$ cat src/rtl/risc_ctrl_pkg.sv
// Shared encodings for the 16-bit RISC multi-cycle control unit: opcodes, FSM states,
// branch conditions and datapath select/control codes.
package risc_ctrl_pkg;

  typedef enum logic [2:0] {
    S_FETCH,
    S_DECODE,
    S_EXECUTE,
    S_WRITEBACK,
    S_HALT
  } state_t;

  localparam logic [3:0] OP_ADD   = 4'h0;
  localparam logic [3:0] OP_ADC   = 4'h1;
  localparam logic [3:0] OP_SUB   = 4'h2;
  localparam logic [3:0] OP_SBC   = 4'h3;
  localparam logic [3:0] OP_ADDI  = 4'h4;
  localparam logic [3:0] OP_SUBI  = 4'h5;
  localparam logic [3:0] OP_ADDI8 = 4'h6;
  localparam logic [3:0] OP_ADDU8 = 4'h7;
  localparam logic [3:0] OP_ADDT  = 4'h8;
  localparam logic [3:0] OP_CMP   = 4'h9;
  localparam logic [3:0] OP_BCC   = 4'hC;
  localparam logic [3:0] OP_HALT  = 4'hF;

  localparam logic [3:0] CC_EQ = 4'h0;
  localparam logic [3:0] CC_NE = 4'h1;
  localparam logic [3:0] CC_CS = 4'h2;
  localparam logic [3:0] CC_CC = 4'h3;
  localparam logic [3:0] CC_MI = 4'h4;
  localparam logic [3:0] CC_PL = 4'h5;
  localparam logic [3:0] CC_VS = 4'h6;
  localparam logic [3:0] CC_VC = 4'h7;
  localparam logic [3:0] CC_AL = 4'hE;

  localparam logic [1:0] IMM_SIMM5 = 2'b00;
  localparam logic [1:0] IMM_SIMM8 = 2'b01;
  localparam logic [1:0] IMM_ZIMM8 = 2'b10;
  localparam logic [1:0] IMM_TOP8  = 2'b11;

  localparam logic [1:0] BSEL_RF  = 2'b00;
  localparam logic [1:0] BSEL_IMM = 2'b01;

  localparam logic [1:0] ALU_ADD = 2'b00;
  localparam logic [1:0] ALU_ADC = 2'b01;
  localparam logic [1:0] ALU_SUB = 2'b10;
  localparam logic [1:0] ALU_SBC = 2'b11;

endpackage

$ cat src/rtl/instr_decoder.sv
// Combinational IR decode into datapath control fields and instruction class flags.
// Opcode 1100 decodes as a branch only when RISC_BRANCH_EN is defined; otherwise it is reserved.
module instr_decoder
  import risc_ctrl_pkg::*;
(
  input  logic [15:0] instr,
  output logic [2:0]  rd,
  output logic [2:0]  rm_rd,
  output logic [2:0]  rn,
  output logic [1:0]  imm_sel,
  output logic [1:0]  alu_b_sel,
  output logic [1:0]  alu_control,
  output logic        is_alu,
  output logic        is_cmp,
  output logic        is_branch,
  output logic        is_halt,
  output logic        is_illegal
);

  logic [3:0] opcode;

  assign opcode = instr[15:12];
  assign rd     = instr[11:9];
  assign rn     = instr[5:3];

  always_comb begin
    rm_rd       = instr[8:6];
    imm_sel     = IMM_SIMM5;
    alu_b_sel   = BSEL_RF;
    alu_control = ALU_ADD;
    is_alu      = 1'b0;
    is_cmp      = 1'b0;
    is_branch   = 1'b0;
    is_halt     = 1'b0;
    is_illegal  = 1'b0;
    case (opcode)
      OP_ADD:   is_alu = 1'b1;
      OP_ADC:   begin is_alu = 1'b1; alu_control = ALU_ADC; end
      OP_SUB:   begin is_alu = 1'b1; alu_control = ALU_SUB; end
      OP_SBC:   begin is_alu = 1'b1; alu_control = ALU_SBC; end
      OP_ADDI:  begin is_alu = 1'b1; alu_b_sel = BSEL_IMM; end
      OP_SUBI:  begin is_alu = 1'b1; alu_b_sel = BSEL_IMM; alu_control = ALU_SUB; end
      OP_ADDI8: begin is_alu = 1'b1; alu_b_sel = BSEL_IMM; imm_sel = IMM_SIMM8; rm_rd = instr[11:9]; end
      OP_ADDU8: begin is_alu = 1'b1; alu_b_sel = BSEL_IMM; imm_sel = IMM_ZIMM8; rm_rd = instr[11:9]; end
      OP_ADDT:  begin is_alu = 1'b1; alu_b_sel = BSEL_IMM; imm_sel = IMM_TOP8;  rm_rd = instr[11:9]; end
      OP_CMP:   begin is_cmp = 1'b1; alu_control = ALU_SUB; end
`ifdef RISC_BRANCH_EN
      OP_BCC:   is_branch = 1'b1;
`endif
      OP_HALT:  is_halt = 1'b1;
      default:  is_illegal = 1'b1;
    endcase
  end

endmodule

$ cat src/rtl/multi_cycle_control_unit.sv
// Multi-cycle fetch/decode/execute/writeback controller owning PC and IR for the 16-bit RISC.
// Conditional branches (opcode 1100) exist only when RISC_BRANCH_EN is defined.
module multi_cycle_control_unit
  import risc_ctrl_pkg::*;
#(
  parameter logic [15:0] RESET_PC = 16'h0000
) (
  input  logic        clk,
  input  logic        rst,
  input  logic        Imem_Ack,
  input  logic [15:0] Imem_Data,
  input  logic [3:0]  NZVC,
  output logic        Imem_Req,
  output logic [15:0] PC_out,
  output logic [15:0] Instr,
  output logic [2:0]  Rd_to_RF,
  output logic [2:0]  Rm_Rd_to_RF,
  output logic [2:0]  Rn_to_RF,
  output logic [1:0]  Imm_Sel,
  output logic [1:0]  ALU_B_Sel,
  output logic [1:0]  ALU_Control,
  output logic        ALUOut_CE,
  output logic        RF_Write_en,
  output logic        Illegal,
  output logic        Halted
);

  state_t      state, state_next;
  logic [15:0] pc, pc_next;
  logic [15:0] ir, ir_next;
  logic        illegal, illegal_next;
  logic        is_alu, is_cmp, is_branch, is_halt, is_illegal;
  logic        taken;
  logic [15:0] branch_target;

  instr_decoder u_decoder (
    .instr       (ir),
    .rd          (Rd_to_RF),
    .rm_rd       (Rm_Rd_to_RF),
    .rn          (Rn_to_RF),
    .imm_sel     (Imm_Sel),
    .alu_b_sel   (ALU_B_Sel),
    .alu_control (ALU_Control),
    .is_alu      (is_alu),
    .is_cmp      (is_cmp),
    .is_branch   (is_branch),
    .is_halt     (is_halt),
    .is_illegal  (is_illegal)
  );

`ifdef RISC_BRANCH_EN
  // pc already points past the BCC when the target is formed in DECODE
  assign branch_target = pc + {{8{ir[7]}}, ir[7:0]};

  always_comb begin
    taken = 1'b0;
    case (ir[11:8])
      CC_EQ:   taken = NZVC[2];
      CC_NE:   taken = ~NZVC[2];
      CC_CS:   taken = NZVC[0];
      CC_CC:   taken = ~NZVC[0];
      CC_MI:   taken = NZVC[3];
      CC_PL:   taken = ~NZVC[3];
      CC_VS:   taken = NZVC[1];
      CC_VC:   taken = ~NZVC[1];
      CC_AL:   taken = 1'b1;
      default: taken = 1'b0;
    endcase
  end
`else
  logic unused_flags;
  assign unused_flags  = ^NZVC;
  assign taken         = 1'b0;
  assign branch_target = pc;
`endif

  always_ff @(posedge clk) begin
    if (rst) begin
      state   <= S_FETCH;
      pc      <= RESET_PC;
      ir      <= 16'h0000;
      illegal <= 1'b0;
    end else begin
      state   <= state_next;
      pc      <= pc_next;
      ir      <= ir_next;
      illegal <= illegal_next;
    end
  end

  always_comb begin
    state_next   = state;
    pc_next      = pc;
    ir_next      = ir;
    illegal_next = illegal;
    case (state)
      S_FETCH: begin
        if (Imem_Ack) begin
          ir_next    = Imem_Data;
          pc_next    = pc + 16'd1;
          state_next = S_DECODE;
        end
      end
      S_DECODE: begin
        if (is_halt)              state_next = S_HALT;
        else if (is_alu || is_cmp) state_next = S_EXECUTE;
        else                      state_next = S_FETCH;
        if (is_branch && taken) pc_next = branch_target;
        if (is_illegal)         illegal_next = 1'b1;
      end
      S_EXECUTE:   state_next = is_cmp ? S_FETCH : S_WRITEBACK;
      S_WRITEBACK: state_next = S_FETCH;
      S_HALT:      state_next = S_HALT;
      default:     state_next = S_FETCH;
    endcase
  end

  // Enables are masked during rst so an abandoned instruction cannot write back
  assign Imem_Req    = ~rst && (state == S_FETCH);
  assign ALUOut_CE   = ~rst && (state == S_EXECUTE);
  assign RF_Write_en = ~rst && (state == S_WRITEBACK);
  assign Halted      = ~rst && (state == S_HALT);
  assign PC_out      = pc;
  assign Instr       = ir;
  assign Illegal     = illegal;

endmodule
$ cat config.mk
export PLATFORM = sky130hd
export DESIGN_NAME = multi_cycle_control_unit
export DESIGN_NICKNAME = d
export VERILOG_FILES = /design/src/rtl/risc_ctrl_pkg.sv /design/src/rtl/instr_decoder.sv /design/src/rtl/multi_cycle_control_unit.sv
export SDC_FILE = /design/constraint.sdc
export NUM_CORES = 1
export LEC_CHECK = 0
export CORE_MARGIN = 2
export CORE_UTILIZATION = 40
export CTS_BUF_LIST = sky130_fd_sc_hd__clkbuf_8
export CTS_CLUSTER_DIAMETER = 80
export DETAILED_ROUTE_END_ITERATION = 10
export GPL_TIMING_DRIVEN = 0
export PLACE_DENSITY = 0.82
export SYNTH_ARGS = -nofsm -noshare
export SYNTH_HDL_FRONTEND = slang
export SYNTH_HIERARCHICAL = 1
export SYNTH_SLANG_ARGS = --single-unit
$ cat constraint.sdc
create_clock -name clk -period 4.5 [get_ports clk]
set_input_delay 0.675 -clock clk [delete_from_list [all_inputs] [get_ports clk]]
set_output_delay 0.675 -clock clk [all_outputs]
set_load 0.01 [all_outputs]
==> results by stage, run 1 <==
Worst setup path:
- For the worst setup path, the data required time is roughly 4.7 ns.
- Setup slack on the worst reg-to-reg path comes out at between 2 and 2.5 ns.
- Data arrives at the worst endpoint at roughly 2.9 ns.
- The setup path with the least slack is of type in -> reg.
- The maximum fanout along the worst path is 9.
- STA classifies the critical path startpoint as an input port.
- The worst setup path is captured at a flip-flop.

Die:
- The vertical die dimension is about 70 um.
- The initial core utilization is roughly two fifths.
- The overall die area is around 5000 um^2.
- The number of cell rows is 24.
- The die extent in x is approximately 71 um.
- The top-level I/O count is 75.
- The total area inside the core boundary comes to 4324 um^2.

Global routing:
- The initial antenna violation count is 0.
- The global-route usage over all layers is 17.75%.
- The pin count of the biggest net entering global routing is 12.
- The via count of the first global-routing pass is 1,624.
- The global-route congestion overflow total is 0.
- The global-route wire length before repair is between 7000 and 8000 um.

Placed design:
- The HPWL reported at the end of detailed placement is around 3400 um.
- The number of I/O port buffers is 68.
- The final estimated routing congestion in global placement is 0.7762.
- At the placement stage, the worst setup path has a slack of roughly 1.6 ns.
- The total instance count after detailed placement is around 340.

Final layout:
- The count of non-filler cells in the finished layout is between 300 and 400.
- The area growth from synthesis to layout is 46.79%.
- The share of post-route cells with drive strength above 1 is 8.667%.
- The fraction of the core area covered by cells at the end of the flow is between 60% and 70%.
- 0 antenna diodes ended up in the layout.
- The net count reported at finish is between 300 and 400.

Timing:
- Setup repair after global routing left no endpoint under its margin.
- The final-report max-slew violation count was 0.
- Setup violations remaining at the end of the flow were counted as 0.
- The hold violation total from the final report came to 0.
- The timing-limited maximum frequency is between 300 and 400 MHz.
- The clock tree skew after final layout is 0.006186 ns.
- The final critical path takes up approximately 59% of the cycle.
- The worst slack on hold paths is between 0.4 and 0.5 ns.
- For the final routed database, the setup TNS stands at 0 ns.
- The final period demand of the worst path is 2.651 ns.
- The final critical-path setup slack is around 1.8 ns.

Power:
- Summed over all cells, the static leakage comes to approximately 0.92 nW.
- The maximum ir drop on the vdd rail is around 230 uV.
- The power density over the cells is just under 300 nW/um^2.

Yosys:
- The number of instances in the synthesized netlist is approximately 220.
- The post-synthesis net count is roughly 250.
- The synthesized cell area is between 1500 and 2000 um^2.
- The Yosys step of the flow raised 6 warnings.
- The post-synthesis area per instance is roughly 8 um^2.

Routing:
- Summed over all layers, the routed wires come to between 4000 and 5000 um.
- In this run, the number of DRC markers left after iteration 0 of detailed routing was approximately 120.
- The ratio of routed vias to standard cells is ~5.
- The first detailed-routing pass ran for 4 iterations.
- The count of nets left with antenna violations once routing finished came out at 0.
- In the final routed layout, each cell accounts on average for 12.91 um.
- Detailed routing inserted a total of 1,797 vias.
- The number of design rule violations left after detail routing is 0.

Clocking:
- The number of gates resized after CTS was 0.
- The clock slew seen by the registers of the worst setup and hold paths is 0.07 ns.
- The tree is rooted in a sky130_fd_sc_hd__clkbuf_8.
- Buffers inserted during clock tree synthesis total 5.
- The H-tree generated during clock tree synthesis spans 2 levels.
- CTS saw 36 sinks.
- The number of hold buffers added after cts is 0.
- The clock tree from TritonCTS is built.
- The number of buffers on the longest clock path is 2.
- The later pin in the worst-skew pair is clocked with a latency of 0.29 ns.
- The number of setup buffers added after CTS is 0.

Min path:
- In this run the worst hold path is classified as reg -> reg.

Status:
- The run finished with clean final reports.

Job:
- Max-cap violations in this run came to 0.
power by group:
part / switching (mW) / internal, mW / leakage [nW]
Sequential: 0.0185 / 0.334 / 0.293
Combinational: 0.0799 / 0.0945 / 0.575
Clock: 0.114 / 0.122 / 0.0486
Total: 0.212 / 0.551 / 0.917
sequential cells by signal (all words and copies together), names as in the netlist:
name and cells:
state 3, PC_out 16, Illegal 1, Instr 16
path summary, 6_finish.rpt:
| check | startpoint | end | cells after the start |
|---|---|---|---|
| worst min-delay path | Instr[2] | Instr[2] | 2 |
| worst min register to register | Instr[2] | Instr[2] | 2 |
| worst max-delay path | Imem_Ack | PC_out[15] | 6 |
| worst max register to register | state[0] | PC_out[15] | 6 |
cell usage in the layout (no fill, tap or decap), types with 4 or more instances in the layout:
cell,count
sky130_fd_sc_hd__a32oi_1,6
sky130_fd_sc_hd__nand2_1,41
sky130_fd_sc_hd__clkbuf_8,6
sky130_fd_sc_hd__clkbuf_1,8
sky130_fd_sc_hd__nand4_1,4
sky130_fd_sc_hd__clkdlybuf4s50_1,68
sky130_fd_sc_hd__nand3_1,9
sky130_fd_sc_hd__xnor2_1,7
sky130_fd_sc_hd__buf_4,8
sky130_fd_sc_hd__dfxtp_1,36
sky130_fd_sc_hd__nor3_1,5
sky130_fd_sc_hd__o21ai_0,5
sky130_fd_sc_hd__a21oi_1,26
sky130_fd_sc_hd__nor2_1,14
sky130_fd_sc_hd__nor4_1,7
sky130_fd_sc_hd__inv_1,4
per-stage QoR:
stage | instance area (um^2) | power (mW)
6_report | 2634 | 0.7631
4_1_cts | 2634 | 0.7737
3_5_place_dp | 2540 | 0.5341
3_3_place_gp | 2540 | 0.5308
2_1_floorplan | 1794 | 0.4480
5_1_grt | 2634 | 0.8013
metal layers:
metal | GRT usage (%) | vias to the layer above | wire length [um]
met5 | 0 | - | 0
met4 | 7.338 | 0 | 97
met3 | 4.558 | 10 | 213
met2 | 29.08 | 41 | 2183
met1 | 22.19 | 813 | 2048
li1 | - | 933 | -
critical path: stages:
cell	delay [ns]
sky130_fd_sc_hd__clkdlybuf4s50_1	0.50
sky130_fd_sc_hd__or4b_4	0.48
sky130_fd_sc_hd__buf_6	0.15
sky130_fd_sc_hd__or4_4	0.56
sky130_fd_sc_hd__or3_1	0.36
sky130_fd_sc_hd__a21oi_1	0.14
area by class of cell:
cell class | count | area, um^2
fill | 411 | 1690
multi-input combinational | 164 | 934.6
sequential | 36 | 720.7
timing repair buffer | 68 | 680.7
buffer | 21 | 127.6
clock buffer | 6 | 82.58
tap | 52 | 65.06
clock inverter | 2 | 11.26
inverter | 3 | 11.26
(Power assumes the default switching activity.)
==> run 2, diff against run 1 <==
--- a/config.mk
+++ b/config.mk
@@ -11,7 +11,7 @@
 export CTS_CLUSTER_DIAMETER = 80
 export DETAILED_ROUTE_END_ITERATION = 10
 export GPL_TIMING_DRIVEN = 0
-export PLACE_DENSITY = 0.82
+export PLACE_DENSITY = 0.85
 export SYNTH_ARGS = -nofsm -noshare
 export SYNTH_HDL_FRONTEND = slang
 export SYNTH_HIERARCHICAL = 1
==> constraint.sdc (replaced) <==
create_clock -name clk -period 2.3 [get_ports clk]
set_input_delay 0.345 -clock clk [delete_from_list [all_inputs] [get_ports clk]]
set_output_delay 0.345 -clock clk [all_outputs]
set_load 0.01 [all_outputs]
==> run 2 against run 1 <==
Non-clock buffer count unchanged. Sequential share of layout area grew 0.21 points. Utilization fell by 0.26 points. Largest power group unchanged. First-iteration DRC count shrank 24%. Power up 89%. Hold slack worse by 0.020 ns. Sequential power up 96%.
==> results by stage, run 2 (synthesized netlist as in run 1, its figures left out) <==
Status:
- The flow ran to the end, and the final reports show no timing, DRC or antenna violations.

Final layout:
- Once layout is done, the placed cells without fillers occupy roughly 2600 um^2.
- The area growth from synthesis to layout is 46.16%.
- The fraction of the core area covered by cells at the end of the flow is about three fifths.
- The total inserted antenna cells is 0.
- The filler cells instantiated in the layout total a little over 400.
- In the final design database the tool counted ~320 nets.
- The library cells used most frequently in the layout, excluding fill and tap cells, are sky130_fd_sc_hd__clkdlybuf4s50_1, sky130_fd_sc_hd__nand2_1, sky130_fd_sc_hd__dfxtp_1, sky130_fd_sc_hd__a21oi_1, sky130_fd_sc_hd__nor2_1.
- The post-route netlist has under 10% of its cells at a drive strength greater than 1.
- Leaving out fill and tap cells, the most frequent cell in the layout is sky130_fd_sc_hd__clkdlybuf4s50_1.

Die:
- The overall die area is 5037 um^2.
- For this configuration, the core starts out at a cell density of between 40% and 50%.
- 75 I/O pins were placed.
- The vertical die dimension is 70.98 um.
- The floorplan has 24 rows.
- In this run the horizontal extent of the chip is between 70 and 80 um.
- The floorplan core area is 4324 um^2.

Routing:
- The number of detailed-routing iterations run before antenna repair is 4.
- The ratio of routed vias to standard cells is 5.194.
- In the final routed layout, each cell accounts on average for ~13 um.
- After the first detailed-routing iteration, the DRC count stood at just under 90.
- The number of nets with antenna violations after detailed routing is 0.
- Summing over every cut layer, the via total after detailed routing is ~1,800.
- The wire length after detailed routing is 4618 um.
- The number of design rule violations left after detail routing is 0.

Timing:
- The routed design could run at a clock period as short as around 2.2 ns.
- The final-report max-slew violation count is 0.
- The final-report setup violation count is 0.
- The total negative slack for setup checks is 0 ns.
- The timing-limited maximum frequency is 458.8 MHz.
- Across all hold checks on the routed design, the worst slack comes to approximately 0.44 ns.
- On the final layout, the worst clock skew is ~0.0067 ns.
- Setup repair after global routing left no endpoint under its margin.
- Across all setup checks in the final design, the least slack found is roughly 0.12 ns.
- The hold violation total from the final report is 0.
- The share of the clock period used by the worst path is a little over nine tenths.

Worst setup path:
- The depth of the worst register-to-register path is 6.
- The signal on the critical path passes through buf_2, buf_2, a32oi_1, nand3_1, clkdlybuf4s50_1.
- The endpoint class of the critical path is an output pin.
- On the critical path, the stage with the largest delay is an instance of sky130_fd_sc_hd__clkdlybuf4s50_1.
- Data on the critical path is required at its endpoint by a little under 2 ns.
- The critical path contains buffers and inverters numbering 3 combined.
- The worst setup path is of the reg -> out kind.
- Grouping stages by cell kind, the critical path spends the most delay in buffers and inverters.
- At the worst endpoint, the arrival time is approximately 1.8 ns.
- Along the worst path, the maximum fanout reaches 10.
- The critical path runs through a total of 5 cells.
- The cell that appears most often on the critical path is sky130_fd_sc_hd__buf_2.
- The launching element type of the critical path is a flip-flop.
- The largest single stage delay on the critical path is 0.53 ns.

Clocking:
- CTS placed an instance of sky130_fd_sc_hd__clkbuf_8 at the clock tree root.
- The clock insertion delay at the later pin of the skew report is 0.28 ns.
- The number of buffers on the longest clock path is 2.
- CTS saw 36 sinks.
- Clock tree synthesis inserted a total of 5 buffers.
- The H-tree level count is 2.
- The number of hold buffers added after cts is 0.
- The clock tree from TritonCTS is built.
- Clock-pin slew was measured on the worst setup and hold paths at around 0.070 ns.

Global routing:
- The global-route wire length before repair is between 7000 and 8000 um.
- The via count of the first global-routing pass is 1,665.
- The pin count of the biggest net entering global routing is 11.
- The global-route congestion overflow total is 0.
- The initial antenna violation count is 0.
- The global-route usage over all layers is 18.18%.

Min path:
- The worst hold path depth is 2.
- The worst min-delay path class is in -> reg.

Placed design:
- At the end of routability-driven placement, the weighted congestion stood at just under 0.8.
- The number of I/O port buffers is a little under 70.
- Summed over all nets, the half-perimeter wirelength after detailed placement is about 3400 um.
- The placement-stage worst setup slack is -0.3076 ns.
- The total cell area at the placement stage is approximately 2500 um^2.

Job:
- The number of maximum-capacitance violations is 0.

Power:
- IR analysis of the VDD net gives a maximum drop of 340.6 uV.
- For this design the static power due to leakage is 0.9234 nW.
- The power density over the cells is about 550 nW/um^2.
[run 2: final timing paths]
path              startpoint             end  slack, ns
setup reg to reg    state[0]      PC_out[12]       0.12
hold / removal           rst      PC_out[11]       0.44
setup / recovery   Instr[14]  Rm_Rd_to_RF[1]       0.12
hold reg to reg     Instr[0]        Instr[0]       0.46
[run 2: cell type report]
class,instances,area (um^2),share of cell area (%)
multi-input combinational,164,934.6,35.64
sequential,36,723.2,27.58
timing repair buffer,68,683.2,26.05
buffer,21,127.6,4.866
clock buffer,5,68.82,2.624
tap,52,65.06,2.481
inverter,3,11.26,0.4294
clock inverter,2,8.758,0.3340
[run 2: worst register-to-register path, delay by kind of cell (launching register included)]
family | cells | cell delay (ns)
simple gates | 3 | 1.38
flops | 1 | 0.31
compound gates | 1 | 0.14
buf+inv | 2 | 0.28
[run 2: metal layers]
metal	vias to the layer above	track usage [%]	wire length (um)
met5	-	0	0
met2	41	29.18	2195
li1	926	-	-
met3	12	4.131	197
met1	844	23.64	2143
met4	0	7.547	82
[run 2: per-stage QoR]
| step | std cells | total power [mW] |
|---|---|---|
| after global placement | 344 | 1.039 |
| after CTS | 351 | 1.452 |
| after detailed placement | 344 | 1.046 |
| after global routing | 351 | 1.514 |
| final | 351 | 1.442 |
| after floorplan | 224 | 0.8766 |
[run 2: power breakdown]
group          switching, mW  internal [mW]
Clock                  0.208          0.201
Combinational          0.157          0.185
Sequential            0.0360          0.655
Total                  0.401           1.04
[run 2: timing repair]
item	4_1_cts	5_1_grt
setup endpoints to repair	1	4
pin swaps	1	0
gates resized for setup	0	3
buffers inserted	0	0
==> run 3, diff against run 2 <==
--- a/config.mk
+++ b/config.mk
@@ -5,10 +5,12 @@
 export SDC_FILE = /design/constraint.sdc
 export NUM_CORES = 1
 export LEC_CHECK = 0
+export CAP_MARGIN = 15
 export CORE_MARGIN = 2
 export CORE_UTILIZATION = 40
 export CTS_BUF_LIST = sky130_fd_sc_hd__clkbuf_8
 export CTS_CLUSTER_DIAMETER = 80
+export CTS_CLUSTER_SIZE = 16
 export DETAILED_ROUTE_END_ITERATION = 10
 export GPL_TIMING_DRIVEN = 0
 export PLACE_DENSITY = 0.85
==> results of run 3 <==
Same layout as run 2: the final DEF is identical, and so are final timing and power.
